$ cat src/rtl/map_pkg.sv
// Shared constants and types for the map RAM arbiter: map geometry, cell and
// orientation encodings, grant and read-tag types.
package map_pkg;

  localparam int ROWS         = 10;
  localparam int COLS         = 20;
  localparam int ADDR_W       = 8;
  localparam int STARVE_LIMIT = 4;

  typedef enum logic [2:0] {
    CELL_EMPTY   = 3'd0,
    CELL_WALL    = 3'd1,
    CELL_BARRIER = 3'd2,
    CELL_TRASH   = 3'd7
  } cell_e;

  typedef enum logic [1:0] {
    NORTH = 2'd0,
    SOUTH = 2'd1,
    EAST  = 2'd2,
    WEST  = 2'd3
  } orient_e;

  // Reads of cells outside the playfield look like walls to both requesters.
  localparam logic [2:0] OOB_VALUE = CELL_WALL;

  typedef enum logic [1:0] {
    GNT_NONE  = 2'd0,
    GNT_WORLD = 2'd1,
    GNT_VGA   = 2'd2
  } grant_e;

  typedef enum logic {
    PORT_WORLD = 1'b0,
    PORT_VGA   = 1'b1
  } port_e;

  typedef struct packed {
    logic  valid;
    port_e port;
    logic  oob;
  } rd_tag_t;

  function automatic grant_e pick_grant(input logic v_elig, input logic w_elig,
                                        input logic starved);
    if (v_elig && !(w_elig && starved)) return GNT_VGA;
    if (w_elig)                         return GNT_WORLD;
    return GNT_NONE;
  endfunction

endpackage

$ cat src/rtl/map_addr_calc.sv
// Combinational (row, col) to linear RAM address with playfield range check.
module map_addr_calc
  import map_pkg::*;
#(
  parameter int ROWS   = map_pkg::ROWS,
  parameter int COLS   = map_pkg::COLS,
  parameter int ADDR_W = map_pkg::ADDR_W
) (
  input  logic [5:0]        row_i,
  input  logic [5:0]        col_i,
  output logic [ADDR_W-1:0] addr_o,
  output logic              oob_o
);

  localparam int CW = ADDR_W + 4;

  logic [CW-1:0] lin;
  logic          row_bad;
  logic          col_bad;
  logic          addr_ovf;

  always_comb begin
    lin      = CW'(row_i) * CW'(COLS) + CW'(col_i);
    row_bad  = (row_i == 6'd0) || (32'(row_i) > ROWS);
    col_bad  = (col_i == 6'd0) || (32'(col_i) > COLS);
    // Guards against a parameter set whose map does not fit the RAM.
    addr_ovf = |lin[CW-1:ADDR_W];
    oob_o    = row_bad | col_bad | addr_ovf;
    addr_o   = lin[ADDR_W-1:0];
  end

endmodule

$ cat src/rtl/map_arbiter.sv
// Single-port map RAM arbiter: VGA has fixed priority, the world port has a
// starvation guard; reads return on a fixed two-edge latency.
module map_arbiter
  import map_pkg::*;
#(
  parameter int         ROWS         = map_pkg::ROWS,
  parameter int         COLS         = map_pkg::COLS,
  parameter int         ADDR_W       = map_pkg::ADDR_W,
  parameter int         STARVE_LIMIT = map_pkg::STARVE_LIMIT,
  parameter logic [2:0] OOB_VALUE    = map_pkg::OOB_VALUE
) (
  input  logic              clock,
  input  logic              reset,
  input  logic              w_req,
  input  logic              w_we,
  input  logic [5:0]        w_row,
  input  logic [5:0]        w_col,
  input  logic [2:0]        w_wdata,
  output logic              w_ack,
  output logic              w_rvalid,
  output logic [2:0]        w_rdata,
  input  logic              v_req,
  input  logic [5:0]        v_row,
  input  logic [5:0]        v_col,
  output logic              v_ack,
  output logic              v_rvalid,
  output logic [2:0]        v_rdata,
  output logic              mem_en,
  output logic              mem_we,
  output logic [ADDR_W-1:0] mem_addr,
  output logic [2:0]        mem_wdata,
  input  logic [2:0]        mem_rdata
);

  localparam int SW = $clog2(STARVE_LIMIT + 1);

  logic [ADDR_W-1:0] w_addr;
  logic [ADDR_W-1:0] v_addr;
  logic              w_oob;
  logic              v_oob;

  map_addr_calc #(.ROWS(ROWS), .COLS(COLS), .ADDR_W(ADDR_W)) u_w_addr (
    .row_i  (w_row),
    .col_i  (w_col),
    .addr_o (w_addr),
    .oob_o  (w_oob)
  );

  map_addr_calc #(.ROWS(ROWS), .COLS(COLS), .ADDR_W(ADDR_W)) u_v_addr (
    .row_i  (v_row),
    .col_i  (v_col),
    .addr_o (v_addr),
    .oob_o  (v_oob)
  );

  logic              w_ack_q,     w_ack_d;
  logic              v_ack_q,     v_ack_d;
  logic              mem_en_q,    mem_en_d;
  logic              mem_we_q,    mem_we_d;
  logic [ADDR_W-1:0] mem_addr_q,  mem_addr_d;
  logic [2:0]        mem_wdata_q, mem_wdata_d;
  logic              w_rvalid_q,  w_rvalid_d;
  logic              v_rvalid_q,  v_rvalid_d;
  logic [2:0]        w_rdata_q,   w_rdata_d;
  logic [2:0]        v_rdata_q,   v_rdata_d;
  logic [SW-1:0]     starve_q,    starve_d;
  rd_tag_t           tag1_q,      tag1_d;
  rd_tag_t           tag2_q,      tag2_d;

  grant_e            gnt;
  logic              w_elig;
  logic              v_elig;
  logic              starved;
  logic [2:0]        rd_sel;

  always_comb begin
    // A port whose ack is still high is mid-handshake and must not be re-granted.
    w_elig  = w_req & ~w_ack_q;
    v_elig  = v_req & ~v_ack_q;
    starved = (starve_q == SW'(STARVE_LIMIT));
    gnt     = pick_grant(v_elig, w_elig, starved);

    if (gnt == GNT_WORLD || !w_req) begin
      starve_d = '0;
    end else if (gnt == GNT_VGA && !starved) begin
      starve_d = starve_q + SW'(1);
    end else begin
      starve_d = starve_q;
    end

    w_ack_d     = 1'b0;
    v_ack_d     = 1'b0;
    mem_en_d    = 1'b0;
    mem_we_d    = 1'b0;
    mem_addr_d  = '0;
    mem_wdata_d = '0;
    tag1_d      = '{valid: 1'b0, port: PORT_WORLD, oob: 1'b0};

    case (gnt)
      GNT_WORLD: begin
        w_ack_d  = 1'b1;
        mem_en_d = ~w_oob;
        if (!w_oob) begin
          mem_addr_d  = w_addr;
          mem_we_d    = w_we;
          mem_wdata_d = w_wdata;
        end
        tag1_d = '{valid: ~w_we, port: PORT_WORLD, oob: w_oob};
      end
      GNT_VGA: begin
        v_ack_d  = 1'b1;
        mem_en_d = ~v_oob;
        if (!v_oob) begin
          mem_addr_d = v_addr;
        end
        tag1_d = '{valid: 1'b1, port: PORT_VGA, oob: v_oob};
      end
      default: ;
    endcase

    tag2_d = tag1_q;

    // OOB reads never touched the RAM, so their data is substituted here.
    rd_sel     = tag2_q.oob ? OOB_VALUE : mem_rdata;
    w_rvalid_d = tag2_q.valid && (tag2_q.port == PORT_WORLD);
    v_rvalid_d = tag2_q.valid && (tag2_q.port == PORT_VGA);
    w_rdata_d  = w_rvalid_d ? rd_sel : 3'd0;
    v_rdata_d  = v_rvalid_d ? rd_sel : 3'd0;
  end

  always_ff @(posedge clock or posedge reset) begin
    if (reset) begin
      w_ack_q     <= 1'b0;
      v_ack_q     <= 1'b0;
      mem_en_q    <= 1'b0;
      mem_we_q    <= 1'b0;
      mem_addr_q  <= '0;
      mem_wdata_q <= '0;
      w_rvalid_q  <= 1'b0;
      v_rvalid_q  <= 1'b0;
      w_rdata_q   <= '0;
      v_rdata_q   <= '0;
      starve_q    <= '0;
      tag1_q      <= '{valid: 1'b0, port: PORT_WORLD, oob: 1'b0};
      tag2_q      <= '{valid: 1'b0, port: PORT_WORLD, oob: 1'b0};
    end else begin
      w_ack_q     <= w_ack_d;
      v_ack_q     <= v_ack_d;
      mem_en_q    <= mem_en_d;
      mem_we_q    <= mem_we_d;
      mem_addr_q  <= mem_addr_d;
      mem_wdata_q <= mem_wdata_d;
      w_rvalid_q  <= w_rvalid_d;
      v_rvalid_q  <= v_rvalid_d;
      w_rdata_q   <= w_rdata_d;
      v_rdata_q   <= v_rdata_d;
      starve_q    <= starve_d;
      tag1_q      <= tag1_d;
      tag2_q      <= tag2_d;
    end
  end

  assign w_ack     = w_ack_q;
  assign v_ack     = v_ack_q;
  assign mem_en    = mem_en_q;
  assign mem_we    = mem_we_q;
  assign mem_addr  = mem_addr_q;
  assign mem_wdata = mem_wdata_q;
  assign w_rvalid  = w_rvalid_q;
  assign v_rvalid  = v_rvalid_q;
  assign w_rdata   = w_rdata_q;
  assign v_rdata   = v_rdata_q;

endmodule

$ cat config.mk
export PLATFORM = sky130hd
export DESIGN_NAME = map_arbiter
export DESIGN_NICKNAME = d
export VERILOG_FILES = /design/src/rtl/map_pkg.sv /design/src/rtl/map_addr_calc.sv /design/src/rtl/map_arbiter.sv
export SDC_FILE = /design/constraint.sdc
export NUM_CORES = 1
export LEC_CHECK = 0
export ABC_CLOCK_PERIOD_IN_PS = 2450
export CORE_ASPECT_RATIO = 1.2
export CORE_UTILIZATION = 48
export CTS_CLUSTER_DIAMETER = 120
export DETAILED_ROUTE_END_ITERATION = 10
export PLACE_DENSITY = 0.81
export SYNTH_ARGS = -nofsm -noshare
export SYNTH_HDL_FRONTEND = slang
export SYNTH_SLANG_ARGS = --single-unit
$ cat constraint.sdc
create_clock -name clock -period 2.45 [get_ports clock]
set_input_delay 0.49 -clock clock [delete_from_list [all_inputs] [get_ports clock]]
set_output_delay 0.49 -clock clock [all_outputs]
set_load 0.03 [all_outputs]
## Yosys cells after proc, flatten, opt, wreduce, memory -nomap -nowiden

Cells that the tools add are included.

- Register bits: 32
- Output and inout bits: 23
- Logic and storage cells: 84

- $add $sub $neg: 3
- Multiply operators: 2
- Order comparisons: 4
- Equality and inequality tests: 3
- Mux-type cells: 23
- Bitwise logic cells: 12
- Reduce and logical (&&, ||, !) cells: 20

Operators by type and width:

| kind | count |
|---|---|
| adder 11 x 6 -> 12 bit | 2 |
| logical NOT 6 bit | 4 |
| two-way mux 3 bit | 7 |
| multiplier 6 x 3 -> 9 bit (second input constant) | 2 |
| two-way mux 8 bit | 2 |
| case mux 8 bit (2 select lines) | 1 |
| greater-than comparator 6 x 4 -> 1 bit (second input constant) | 2 |
| greater-than comparator 6 x 5 -> 1 bit (second input constant) | 2 |
| two-way mux 2 bit | 4 |
| OR reduction 4 bit | 2 |
| two-way mux 1 bit | 7 |
| NOT 1 bit | 6 |
| case mux 3 bit (2 select lines) | 1 |
| logical AND 1 bit | 5 |
| logical OR 1 bit | 5 |
| bitwise OR 1 bit | 4 |
| adder 3 x 1 -> 3 bit (second input constant) | 1 |
| == test 3 bit (second input constant) | 1 |
| logical NOT 1 bit | 3 |
| bitwise AND 1 bit | 2 |
| == test 2 x 1 -> 1 bit (second input constant) | 1 |
| == test 2 bit (second input constant) | 1 |
| case mux 1 bit (2 select lines) | 1 |
| nonzero test 2 bit | 1 |

## Depth between registers and ports, before layout

Gate-level depths: netlist (run 1).

- Depth after elaboration: 13
- Mapped depth: 11
- Depth with buffers taken out: 10

## Modules after synthesis

From an unflattened synthesis (run 1), not the netlist that was laid out.

- Cells, all modules: 196
- Area total of the unflattened synthesis: 2080.7 um^2

By module, submodules not included:

| module | instances | cells an instance | area an instance (um^2) | sequential area each (um^2) |
|---|---|---|---|---|
| map_arbiter | 1 | 86 | 1162.4 | 775.7 |
| map_addr_calc | 2 | 55 | 459.2 | 0.0 |

## Worst setup path before layout (run 1)

Ideal clock, no wire load.

- Kind: input -> register
- From: in w_row[1]
- To: reg mem_addr_q[4] (netlist: mem_addr[4])
- Library setup time: 121 ps
- Arrival time: 2498 ps
- Data required time: 2329 ps
- Setup slack: -169 ps
- Stages on the path: 9
- Path buffers: 1
- Path through: ha_1 ha_1 inv_1 fa_1 nor4b_1 o31ai_1 and3_4 buf_6 a22o_1

- Cells in the longest elaborated chain, start to end: 6
- Elaborated cells on any way between the ends: 10
- Classes of those cells: add/sub (1); mul (1); order compare (1); mux (2); bitwise (2); reduce/logical (3)

Ends and longest elaborated chain:

| item | line | text |
|---|---|---|
| from (decl) | map_arbiter.sv:16 | `input logic [5:0] w_row,` |
| multiplier 6 x 3 -> 9 bit (tied with other cells) | map_addr_calc.sv:23 | `lin = CW'(row_i) * CW'(COLS) + CW'(col_i);` |
| adder 11 x 6 -> 12 bit or logical OR 1 bit (tied branches) | map_addr_calc.sv:23, map_addr_calc.sv:24 |  |
| OR reduction 4 bit or bitwise OR 1 bit (tied branches) | map_addr_calc.sv:27, map_addr_calc.sv:28 |  |
| bitwise OR 1 bit | map_addr_calc.sv:28 | `oob_o = row_bad \| col_bad \| addr_ovf;` |
| two-way mux 8 bit (*) | map_arbiter.sv:103 | `if (!w_oob) begin` |
| case mux 8 bit (2 select lines) (*) | map_arbiter.sv:99 | `case (gnt)` |
| via mem_addr_d[4] | map_arbiter.sv:60 | `logic [ADDR_W-1:0] mem_addr_q, mem_addr_d;` |
| to (signal assigned) | map_arbiter.sv:151 | `mem_addr_q <= mem_addr_d;` |
| to (decl) | map_arbiter.sv:60 |  |

Mark *: on every way through the listed nets, which the timed path passes. The rest lies on a longest branch.
A chain may end at the register's enable or synchronous reset.

## Final worst setup path (run 1)

- From: in v_row[3]
- To: reg mem_addr_q[4] (netlist: mem_addr[4])

- Cells in the longest elaborated chain, start to end: 6
- Elaborated cells on any way between the ends: 10
- Classes of those cells: add/sub (1); mul (1); order compare (1); mux (2); bitwise (2); reduce/logical (3)

Ends and longest elaborated chain:

| item | line | text |
|---|---|---|
| from (decl) | map_arbiter.sv:23 | `input logic [5:0] v_row,` |
| multiplier 6 x 3 -> 9 bit (tied with other cells) | map_addr_calc.sv:23 |  |
| adder 11 x 6 -> 12 bit or logical OR 1 bit (tied branches) | map_addr_calc.sv:23, map_addr_calc.sv:24 |  |
| OR reduction 4 bit or bitwise OR 1 bit (tied branches) | map_addr_calc.sv:27, map_addr_calc.sv:28 |  |
| bitwise OR 1 bit (*) | map_addr_calc.sv:28 |  |
| two-way mux 8 bit (*) | map_arbiter.sv:113 | `if (!v_oob) begin` |
| case mux 8 bit (2 select lines) (*) | map_arbiter.sv:99 |  |
| via mem_addr_d[4] | map_arbiter.sv:60 |  |

Marks and branches as above.

==> results of run 1 <==
## kinds of logic after synthesis
| group | count (synthesis) | share of synthesized area (%) |
|---|---|---|
| AOI/OAI and AO/OA | 47 | 16.8 |
| and+or+nand+nor | 58 | 16.0 |
| DFF | 31 | 38.9 |
| buffers and inverters | 14 | 3.01 |
| adders and majority gates | 30 | 20.4 |
| xor gates and xnor gates | 11 | 4.84 |
## registers in the layout, indices dropped and copies added (netlist names)
register   count
w_ack          1
w_rdata        3
tag1_q         3
w_rvalid       1
mem_en         1
mem_addr       8
v_rvalid       1
tag2_q         3
mem_we         1
v_rdata        3
mem_wdata      3
starve_q       3
## worst register-to-register path, stage by stage, from the launching register on
cell	delay [ns]
sky130_fd_sc_hd__dfrtp_1	0.41
sky130_fd_sc_hd__inv_1	0.09
sky130_fd_sc_hd__ha_1	0.17
sky130_fd_sc_hd__nand2_1	0.11
sky130_fd_sc_hd__o21ai_1	0.24
sky130_fd_sc_hd__inv_2	0.13
sky130_fd_sc_hd__nor2_1	0.27
sky130_fd_sc_hd__and3_4	0.32
sky130_fd_sc_hd__a22o_1	0.22
## report_power, final
part | leakage (nW) | internal [mW] | switching (mW)
clock | 0.0612 | 0.329 | 0.206
combinational | 1.01 | 0.328 | 0.333
sequential | 0.414 | 0.532 | 0.0111
total | 1.49 | 1.19 | 0.550
## area by class of cell
type / count / share of cell area, %
Clock buffer: 6 / 2.46
Sequential cell: 31 / 23.1
Timing Repair Buffer: 95 / 25.7
Tap cell: 54 / 2.01
Clock inverter: 2 / 1.04
Multi-Input combinational cell: 147 / 44.3
Inverter: 13 / 1.45
## Yosys cell counts (2+ instances only)
cell	number	share of area, %
sky130_fd_sc_hd__a22o_1	8	3.5
sky130_fd_sc_hd__a21oi_1	10	2.5
sky130_fd_sc_hd__nand2b_1	5	1.6
sky130_fd_sc_hd__nor3_1	2	0.50
sky130_fd_sc_hd__and2_1	4	1.3
sky130_fd_sc_hd__inv_1	12	2.3
sky130_fd_sc_hd__a21o_1	5	1.9
sky130_fd_sc_hd__nor4_1	2	0.63
sky130_fd_sc_hd__ha_1	26	16
sky130_fd_sc_hd__o31ai_1	2	0.75
sky130_fd_sc_hd__nand2_1	6	1.1
sky130_fd_sc_hd__o21ai_1	4	1.0
sky130_fd_sc_hd__nor2_1	18	3.4
sky130_fd_sc_hd__or4_1	2	0.75
sky130_fd_sc_hd__o21ai_0	5	1.3
sky130_fd_sc_hd__xnor2_1	5	2.2
sky130_fd_sc_hd__fa_1	4	4.0
sky130_fd_sc_hd__nor2b_1	11	3.5
sky130_fd_sc_hd__xor2_1	6	2.6
sky130_fd_sc_hd__dfrtp_1	31	39
sky130_fd_sc_hd__and3_1	2	0.63
## layer usage
| layer | share of wire, % | GRT usage, % | up-vias |
|---|---|---|---|
| met3 | 7.2 | 6.77 | 42 |
| met4 | 5.5 | 12.6 | 0 |
| li1 | - | - | 890 |
| met2 | 52 | 51.5 | 135 |
| met1 | 35 | 28.5 | 1008 |
| met5 | 0 | 0 | - |
## per-stage QoR
step	hold WS, ns	setup TNS, ns	area (sq um)	power (mW)
floorplan	0.331	0	2060	0.832
global placement	0.334	-6.81	2930	1.04
detailed placement	0.336	-7.79	2930	1.06
CTS	0.350	0	3190	1.62
global route	0.366	-2.78	3360	1.80
finish	0.358	-0.209	3360	1.74
## worst max-delay path by stage
stage | from | to | slack (ns) | cells after the start
floorplan | v_row[1] | mem_addr[6] | 0.02 | 8
global placement | v_row[1] | mem_addr[2] | -0.49 | 10
detailed placement | w_row[3] | mem_we | -0.58 | 11
CTS | w_row[3] | mem_addr[4] | 0.005 | 10
global route | v_row[3] | mem_addr[4] | -0.33 | 11
finish | v_row[3] | mem_addr[4] | -0.08 | 11
## what timing repair did
action                                  in CTS  in global routing
gates cloned                                 2                  0
pin swaps                                   19                 22
resized for setup                           37                 46
endpoints found under the setup margin      14                 14
hold buffers                                 0                  0
setup buffers                                2                  2
==> flow_summary.ini, run 1 <==
[outcome]
status = finished with violations
violations = setup timing

[global_routing]
grt_pass1_wl_mm = 8.88
number_of_global_route_vias_before_repair = 2016
gr-total-overflow = 0
grt_start_max_net_pins = 32
grt_total_usage_pct = 27.8
antenna_found_initial = 0

[pwr]
cellLeakagePower_nw = 1.49
power-per-cell-area_mw_per_mm2 = 518
irDropWorstVdd_v = 0.000332

[worst_setup_path]
timing.critical_path.slowest_cell_delay_ns = 0.36
cp-start-kind = primary input
path_delay_family = compound AO/OA/AOI/OAI gates
critical_path.most_common_cell = sky130_fd_sc_hd__buf_6
reg2reg_slack_ns = 0.43
r2r_start = starve_q[0]
arrival_ns = 2.75
crit_slowest_cell = sky130_fd_sc_hd__a221oi_1
path_cells = buf_4 -> buf_6 -> ha_2 -> ha_4 -> nor4_4 -> o41ai_1 -> a221oi_1 -> o2111ai_2 -> nor3_4 -> buf_6 -> a22o_1
rr_worst_depth = 8
worst-endpoint-required_ns = 2.66
cp_max_fo = 5
timing_worst_setup_path_type = primary input to register
crit_path_buf_inv_count = 3
cp-end-kind = register
reg2reg_to = mem_addr[4]

[cells_and_area]
final-instance-count-excl-fill = 348
final.fill_count = 205
design.final.nets = 358
flow.area_growth_from_synthesis_pct = 68.7
finish.utilization_pct = 84.6
antenna-diode-count = 0
final_cell_mix = 44 x sky130_fd_sc_hd__clkdlybuf4s50_1, 35 x sky130_fd_sc_hd__buf_4, 31 x sky130_fd_sc_hd__dfrtp_1
mostFrequentLayoutCell = sky130_fd_sc_hd__clkdlybuf4s50_1
drive_above_1_share_pct = 33.7
layout.area.seq_sq_um = 776
multi_input_comb_area_sq_mm = 0.00149

[timing]
maxSlewViolCount = 0
maximum_achievable_frequency_ghz = 0.395
rsz0062_at_grt = yes
finalSetupViolations = 6
layout_setup_ws_ns = -0.0803
worst_slew_pin_slew_ns = 0.410
timing.final.crit_share_pct = 103
number_of_hold_slack_violations_in_the_final_timing_report = 0
final_period_minus_worst_setup_slack_ns = 2.53
post_route_skew_ns = 0.0120
timing.max_slew.rel_slack_pct = 72.3

[routing]
drt_first_pass_iters = 4
first_iter_violations = 170
wl_mm = 7.24
dr_total_vias = 2075
residual_drc = 0
avgViaCountPerCell = 5.96
ant_nets = 0
wl_per_cell_um = 20.8

[clock_network]
worstSkewPairLatency_ns = 0.29
cts_sinks = 31
worst_setup_hold_path_clk_slew_ns = 0.07
clockRootBuffer = sky130_fd_sc_hd__clkbuf_8
htreeDepth = 2
cts_max_path_buffers = 2
tritoncts.num_buffers = 5
tritoncts_clock_tree = done

[place]
placed_cells_incl_taps = 334
final_weighted_congestion_in_routability_driven_placement = 0.894
detailedPlacementHpwl_mm = 3.93
io_buffer_count = 57
place_worst_setup_slack_ns = -0.577

[die]
die_area_sq_mm = 0.00441
num_io_pins = 58
core_area_sq_mm = 0.00397
rows = 25
start_util_pct = 50.1
die_y_um = 72.6
fp.dieW_um = 60.8

[hold_path]
worst_hold_path.num_cells = 0
hold_path_startpoint = tag1_q[0]
worstHoldEndpoint = tag2_q[0]
hold_path_class = register to register

[synthesis]
ys_seq_elements = 31
synth_seq_area_share_pct = 38.9
syn-cell-area_sq_mm = 0.00199
syn_avg_cell_area_sq_um = 10.4
yosysWarningCount = 0
ys_async_sr_fraction_pct = 100
synthesis.instances = 191
synth_enable_flop_cells = 0
synth.distinct_cells = 42
top_ff_cell_synth = sky130_fd_sc_hd__dfrtp_1
synth_nets = 256

[run]
maxCapViolations = 0
No activity file was read; power rests on OpenSTA's default activity.
==> run 2, diff against run 1 <==
Settings changed: ABC_CLOCK_PERIOD_IN_PS 2450 to 3150, CORE_UTILIZATION 48 to 30, PLACE_DENSITY 0.81 to unset.
Clock period 2.45 ns to 3.15 ns, I/O delays scaled along.
==> run 2 against run 1 <==
Against the previous run:
- the flow now finishes without violations
- die area increased by 58%
- first-iteration DRC count decreased by 78%
- cell count increased by 2.3%
- sequential share of layout area increased by 3.6 points
- clock power decreased by 26%
- count of clock-buffer cells in the layout unchanged
- hold slack got worse by 0.0048 ns
- combinational power decreased by 47%
- sequential power decreased by 23%
- flip-flop and latch count unchanged
- largest cell class unchanged
==> flow_summary.ini, run 2 (synthesized netlist as in run 1, its figures left out) <==
[outcome]
status = completed

[clock_network]
tritoncts.num_buffers = 5
tritoncts_clock_tree = done
cts_sinks = 31
htreeDepth = 2
clockRootBuffer = sky130_fd_sc_hd__clkbuf_8
worstSkewPairLatency_ns = 0.28
cts_max_path_buffers = 2
post_cts_hold_buffer_count = 0
worst_setup_hold_path_clk_slew_ns = 0.06
post_cts_setup_repair_buffer_count = 0

[die]
rows = 32
core_area_sq_mm = 0.00641
num_io_pins = 58
fp.dieW_um = 76.4
die_area_sq_mm = 0.00697
die_y_um = 91.3
start_util_pct = 31.1

[run]
maxCapViolations = 0

[worst_setup_path]
path_delay_family = adder cells
arrival_ns = 3.10
cp-start-kind = primary input
crit_path_buf_inv_count = 2
r2r_start = starve_q[0]
cp-end-kind = register
cp_max_fo = 10
critical_path.most_common_cell = sky130_fd_sc_hd__ha_1
reg2reg_to = mem_addr[0]
reg2reg_slack_ns = 1.18
rr_worst_depth = 9
crit_start = v_row[1]
crit_slowest_cell = sky130_fd_sc_hd__clkdlybuf4s50_1
worst-endpoint-required_ns = 3.37
timing.critical_path.slowest_cell_delay_ns = 0.44
path_cells = clkdlybuf4s50_1 -> ha_1 -> ha_1 -> ha_1 -> nor2b_1 -> or2_2 -> o311a_1 -> nor3_2 -> buf_4 -> a22o_1
timing_worst_setup_path_type = primary input to register

[hold_path]
hold_path_class = register to register
worstHoldEndpoint = tag2_q[2]
worst_hold_path.num_cells = 0
hold_path_startpoint = tag1_q[2]

[routing]
avgViaCountPerCell = 4.66
ant_nets = 0
residual_drc = 0
wl_per_cell_um = 12.0
drt_first_pass_iters = 4
wl_mm = 4.28
first_iter_violations = 38
dr_total_vias = 1659

[cells_and_area]
final.fill_count = 618
largest_reg_flops = 8
final-instance-count-excl-fill = 356
design.final.nets = 335
antenna-diode-count = 0
final_cell_mix = 57 x sky130_fd_sc_hd__clkdlybuf4s50_1, 31 x sky130_fd_sc_hd__dfrtp_1, 26 x sky130_fd_sc_hd__ha_1
flow.area_growth_from_synthesis_pct = 45.9
finish.utilization_pct = 45.4
drive_above_1_share_pct = 11.8
mostFrequentLayoutCell = sky130_fd_sc_hd__clkdlybuf4s50_1

[pwr]
power-per-cell-area_mw_per_mm2 = 401
irDropWorstVdd_v = 0.000202
cellLeakagePower_nw = 1.33

[place]
io_buffer_count = 57
detailedPlacementHpwl_mm = 3.52
final_weighted_congestion_in_routability_driven_placement = 0.788
placed_cells_incl_taps = 348

[timing]
final_period_minus_worst_setup_slack_ns = 2.88
number_of_hold_slack_violations_in_the_final_timing_report = 0
finalSetupViolations = 0
timing.final.crit_share_pct = 91.4
setup-tns-final_ns = 0
maxSlewViolCount = 0
post_route_skew_ns = 0.00661
rsz0062_at_grt = no
final.hold.worst_slack_ns = 0.353
timing.max_slew.rel_slack_pct = 75.1
worst_slew_pin_slew_ns = 0.371
maximum_achievable_frequency_ghz = 0.347

[global_routing]
antenna_found_initial = 0
grt_start_max_net_pins = 32
grt_pass1_wl_mm = 7.53
gr-total-overflow = 0
grt_total_usage_pct = 13.6
number_of_global_route_vias_before_repair = 1699
run 2: cell types whose count changed in the layout (fill, tap and decap cells not counted), sizes merged:
cell	previous run	this run
clkbuf	8	6
clkdlybuf4s50	44	57
buf	42	16
dlygate4sd2	2	0
dlymetal6s2s	2	0
clkdlybuf4s15	3	0
and3	4	3
run 2: power breakdown:
part / total, mW / internal [mW] / switching, mW
registers: 0.420 / 0.414 / 0.00638
clock network: 0.397 / 0.255 / 0.141
logic: 0.349 / 0.179 / 0.170
run 2: stage by stage:
stage	area [sq um]	setup WS, ns	power [mW]
2_1_floorplan	1990	0.391	0.628
3_5_place_dp	2780	-0.138	0.774
5_1_grt	2910	0.0551	1.23
3_3_place_gp	2780	-0.0698	0.772
4_1_cts	2900	0.157	1.18
6_report	2910	0.271	1.17
run 2: how the worst max path moves through the flow:
stage / end / slack [ns] / cells past startpoint
floorplan: mem_addr[4] / 0.39 / 9
global placement: mem_en / -0.07 / 9
detailed placement: mem_addr[5] / -0.14 / 9
CTS: mem_addr[5] / 0.16 / 9
global route: mem_addr[5] / 0.06 / 11
finish: mem_addr[0] / 0.27 / 10
run 2: worst register-to-register path, stage by stage, from the launching register on:
cell                        delay (ns)
sky130_fd_sc_hd__dfrtp_1          0.40
sky130_fd_sc_hd__inv_1            0.07
sky130_fd_sc_hd__ha_1             0.17
sky130_fd_sc_hd__nand2_1          0.10
sky130_fd_sc_hd__o21ai_1          0.33
sky130_fd_sc_hd__inv_2            0.15
sky130_fd_sc_hd__o2111ai_1        0.15
sky130_fd_sc_hd__nor3_2           0.07
sky130_fd_sc_hd__buf_4            0.17
sky130_fd_sc_hd__a22o_1           0.23
run 2: layout make-up:
type	count	area [sq um]	share of cell area, %
clock buffer	6	82.6	2.84
multi-input combinational	146	1170	40.2
sequential	31	776	26.7
tap	85	106	3.66
clock inverter	2	35.0	1.21
timing repair buffer	73	691	23.8
inverter	13	48.8	1.68
run 2: timing repair:
action / in CTS / in global routing
setup endpoints to repair: 0 / 9
resized for setup: 0 / 2
endpoints found under the hold margin: 0 / 0
run 2: layer usage:
layer	vias up	track usage [%]	part of all wire (%)
li1	840	-	-
met1	757	16.8	45
met2	55	22.8	48
met3	7	2.91	4.7
met4	0	5.77	1.5
met5	-	0	0
==> edit, RTL diff (config.mk and constraints of run 2) <==
Take the reset off `mem_addr_q` and load it in a clocked block of its own.
--- a/src/rtl/map_arbiter.sv
+++ b/src/rtl/map_arbiter.sv
@@ -135,5 +135,4 @@
       mem_en_q    <= 1'b0;
       mem_we_q    <= 1'b0;
-      mem_addr_q  <= '0;
       mem_wdata_q <= '0;
       w_rvalid_q  <= 1'b0;
@@ -149,5 +148,4 @@
       mem_en_q    <= mem_en_d;
       mem_we_q    <= mem_we_d;
-      mem_addr_q  <= mem_addr_d;
       mem_wdata_q <= mem_wdata_d;
       w_rvalid_q  <= w_rvalid_d;
@@ -159,4 +157,8 @@
       tag2_q      <= tag2_d;
     end
+  end
+
+  always_ff @(posedge clock) begin
+    mem_addr_q <= mem_addr_d;
   end
 
Behaviour: not the same (Yosys sat finds a counterexample within 4 cycles, from zero or initial values and one cycle with reset high).
==> edit against run 2 <==
  * Wire length up 1.3%
  * Critical path depth unchanged
  * Worst hold slack better by 0.00062 ns
  * Sequential cell count unchanged
  * Worst setup slack worse by 0.0062 ns
  * Synthesized area down 2.0%
  * Die area down 2.0%
  * Total power down 0.62%
  * First-iteration DRC count down 11%
  * Design area down 1.5%
  * Utilization up 1.0 points
  * Count of clock-buffer cells in the layout unchanged
  * Clock power down 1%
  * Non-clock buffer count unchanged
==> edit: results (changes against run 2) <==
GRT
  – Number of antenna violations at the first check in global routing: 0 (unchanged)
  – Maximum number of pins on one net before global-route repair: 24 (was 32)
  – Number of global-route vias before repair: 1716 (was 1699)
  – Total track usage: 14.2% (was 13.6%)
  – First-pass GRT wire length: 7550 um (was 7530 um)

Synthesis
  – Fraction of registers with async set or reset after synthesis: 74.2% (was 100%)
  – Mapped Cells: 191 (unchanged)
  – Synth cell count leaders: 26 x sky130_fd_sc_hd__ha_1, 23 x sky130_fd_sc_hd__dfrtp_1, 18 x sky130_fd_sc_hd__nor2_1, 12 x sky130_fd_sc_hd__inv_1, 11 x sky130_fd_sc_hd__nor2b_1 (was 31 x sky130_fd_sc_hd__dfrtp_1, 26 x sky130_fd_sc_hd__ha_1, 18 x sky130_fd_sc_hd__nor2_1, 12 x sky130_fd_sc_hd__inv_1, 11 x sky130_fd_sc_hd__nor2b_1)
  – Syn nets: 256 (unchanged)
  – Sequential cell area fraction in the yosys report: 37.7% (was 38.9%)
  – Count of synthesis-stage warnings from yosys: 0 (unchanged)
  – Number of different library cells in the post-synthesis netlist: 43 (was 42)
  – Most area-consuming cells after synthesis: sky130_fd_sc_hd__dfrtp_1 29%, sky130_fd_sc_hd__ha_1 17%, sky130_fd_sc_hd__dfxtp_1 8.2% (was sky130_fd_sc_hd__dfrtp_1 39%, sky130_fd_sc_hd__ha_1 16%, sky130_fd_sc_hd__fa_1 4.0%)

Final layout
  – Share of layout cells above drive strength 1: 11.8% (unchanged)
  – Number of filler cells placed in the layout: 594 (was 618)
  – Number of standard cells in the final layout excluding fillers: 353 (was 356)
  – Max FFs per register: 8 (unchanged)
  – N_diodes: 0 (unchanged)
  – Net count of the finished layout: 335 (unchanged)

Clocking
  – Total CTS buffers: 5 (unchanged)
  – Setup fix buffers added after clock tree synthesis: 0 (unchanged)
  – Total number of H-tree levels: 2 (unchanged)
  – CTS max path bufs: 2 (unchanged)
  – Clock slew at reported path FFs: 0.06 ns (about the same)
  – CTS Root Cell: sky130_fd_sc_hd__clkbuf_8 (unchanged)
  – Skew-Pair Late Insertion Delay: 0.28 ns (about the same)

Detailed routing
  – Detailed-route via count: 1631 (was 1659)
  – Number of DRC violations after detailed-routing iteration 0: 34 (was 38)
  – Drt pass-1 iters: 4 (unchanged)
  – Average wire per standard cell: 12.3 um (was 12.0 um)

Placement
  – Placed inst area: 2730 sq um (was 2780 sq um)
  – Detailed placer's ending HPWL: 3590 um (was 3520 um)
  – Number of buffers inserted by port buffering: 57 (unchanged)
  – Global placer's final weighted congestion: 0.796 (was 0.788)

Outcome
  – Run status: finished, final reports clean (unchanged)

Timing
  – Slew at the pin closest to its max-slew limit: 0.842 ns (was 0.371 ns)
  – Clock tree skew after final layout: 0.00533 ns (was 0.00661 ns)

Min path
  – Min-delay worst type: flip-flop to flip-flop (unchanged)

Power
  – Total leakage power: 1.29 nW (was 1.33 nW)
  – Max IR drop VDD: 0.306 mV (was 0.202 mV)

Worst setup path
  – Maximum net fanout on the critical path: 10 (unchanged)
==> edit: final timing paths <==
path | start | endpoint | slack [ns] | depth (start not counted)
max | v_row[1] | mem_addr[0] | 0.27 | 10
min | tag1_q[2] | tag2_q[2] | 0.35 | 0
max reg2reg | starve_q[0] | mem_addr[0] | 1.27 | 10
min reg2reg | tag1_q[2] | tag2_q[2] | 0.35 | 0
max in group asynchronous | reset | starve_q[1] | 1.80 | 2
min in group asynchronous | reset | w_rvalid | 0.83 | 2
==> edit: logic make-up (layout without fill, tap and decap cells) <==
| logic type | after synthesis | count (layout) | synth area share, % |
|---|---|---|---|
| buf+inv | 14 | 94 | 3.08 |
| flops | 31 | 31 | 37.7 |
| fa+ha+maj | 30 | 30 | 20.8 |
| xor+xnor | 11 | 11 | 4.94 |
| compound gates | 47 | 47 | 17.2 |
| simple gates | 58 | 58 | 16.3 |
==> edit: routing by layer <==
metal / vias up / routed length, um / GRT usage, %
met1: 744 / 1880 / 16.5
met3: 4 / 210 / 2.79
met4: 0 / 49 / 5.09
met2: 43 / 2200 / 25.0
met5: - / 0 / 0
li1: 840 / - / -
==> edit: critical path: stages <==
cell and delay [ns]:
sky130_fd_sc_hd__clkdlybuf4s50_1 0.43, sky130_fd_sc_hd__ha_1 0.30, sky130_fd_sc_hd__ha_1 0.29, sky130_fd_sc_hd__ha_1 0.33
sky130_fd_sc_hd__nor2b_1 0.17, sky130_fd_sc_hd__or2_2 0.29, sky130_fd_sc_hd__o311a_1 0.14, sky130_fd_sc_hd__nor3_2 0.18
sky130_fd_sc_hd__buf_4 0.20, sky130_fd_sc_hd__a22o_1 0.15
==> edit: cell type report <==
| class | count | area, sq um | area share [%] |
|---|---|---|---|
| multi-input cells | 146 | 1170 | 40.8 |
| clock inverters | 2 | 35.0 | 1.22 |
| repair buffers | 73 | 691 | 24.1 |
| well taps | 82 | 103 | 3.58 |
| clock buffers | 6 | 82.6 | 2.88 |
| inverters | 13 | 48.8 | 1.70 |
| flip-flops and latches | 31 | 736 | 25.7 |
==> edit: repair_timing <==
item / 4_1_cts / 5_1_grt
hold buffers: 0 / 0
gates resized for setup: 0 / 2
setup endpoints to repair: 0 / 13
==> edit: metrics by stage <==
step | worst slack, ns | hold slack, ns
detailed placement | -0.115 | 0.344
global placement | -0.104 | 0.333
global route | 0.0519 | 0.365
CTS | 0.171 | 0.358
floorplan | 0.397 | 0.331
finish | 0.265 | 0.354
==> edit: power breakdown <==
group          leakage, nW  internal (mW)  switching, mW  total (mW)
clock network       0.0612          0.255          0.137       0.392
logic                0.860          0.176          0.171       0.347
registers            0.367          0.412        0.00697       0.419
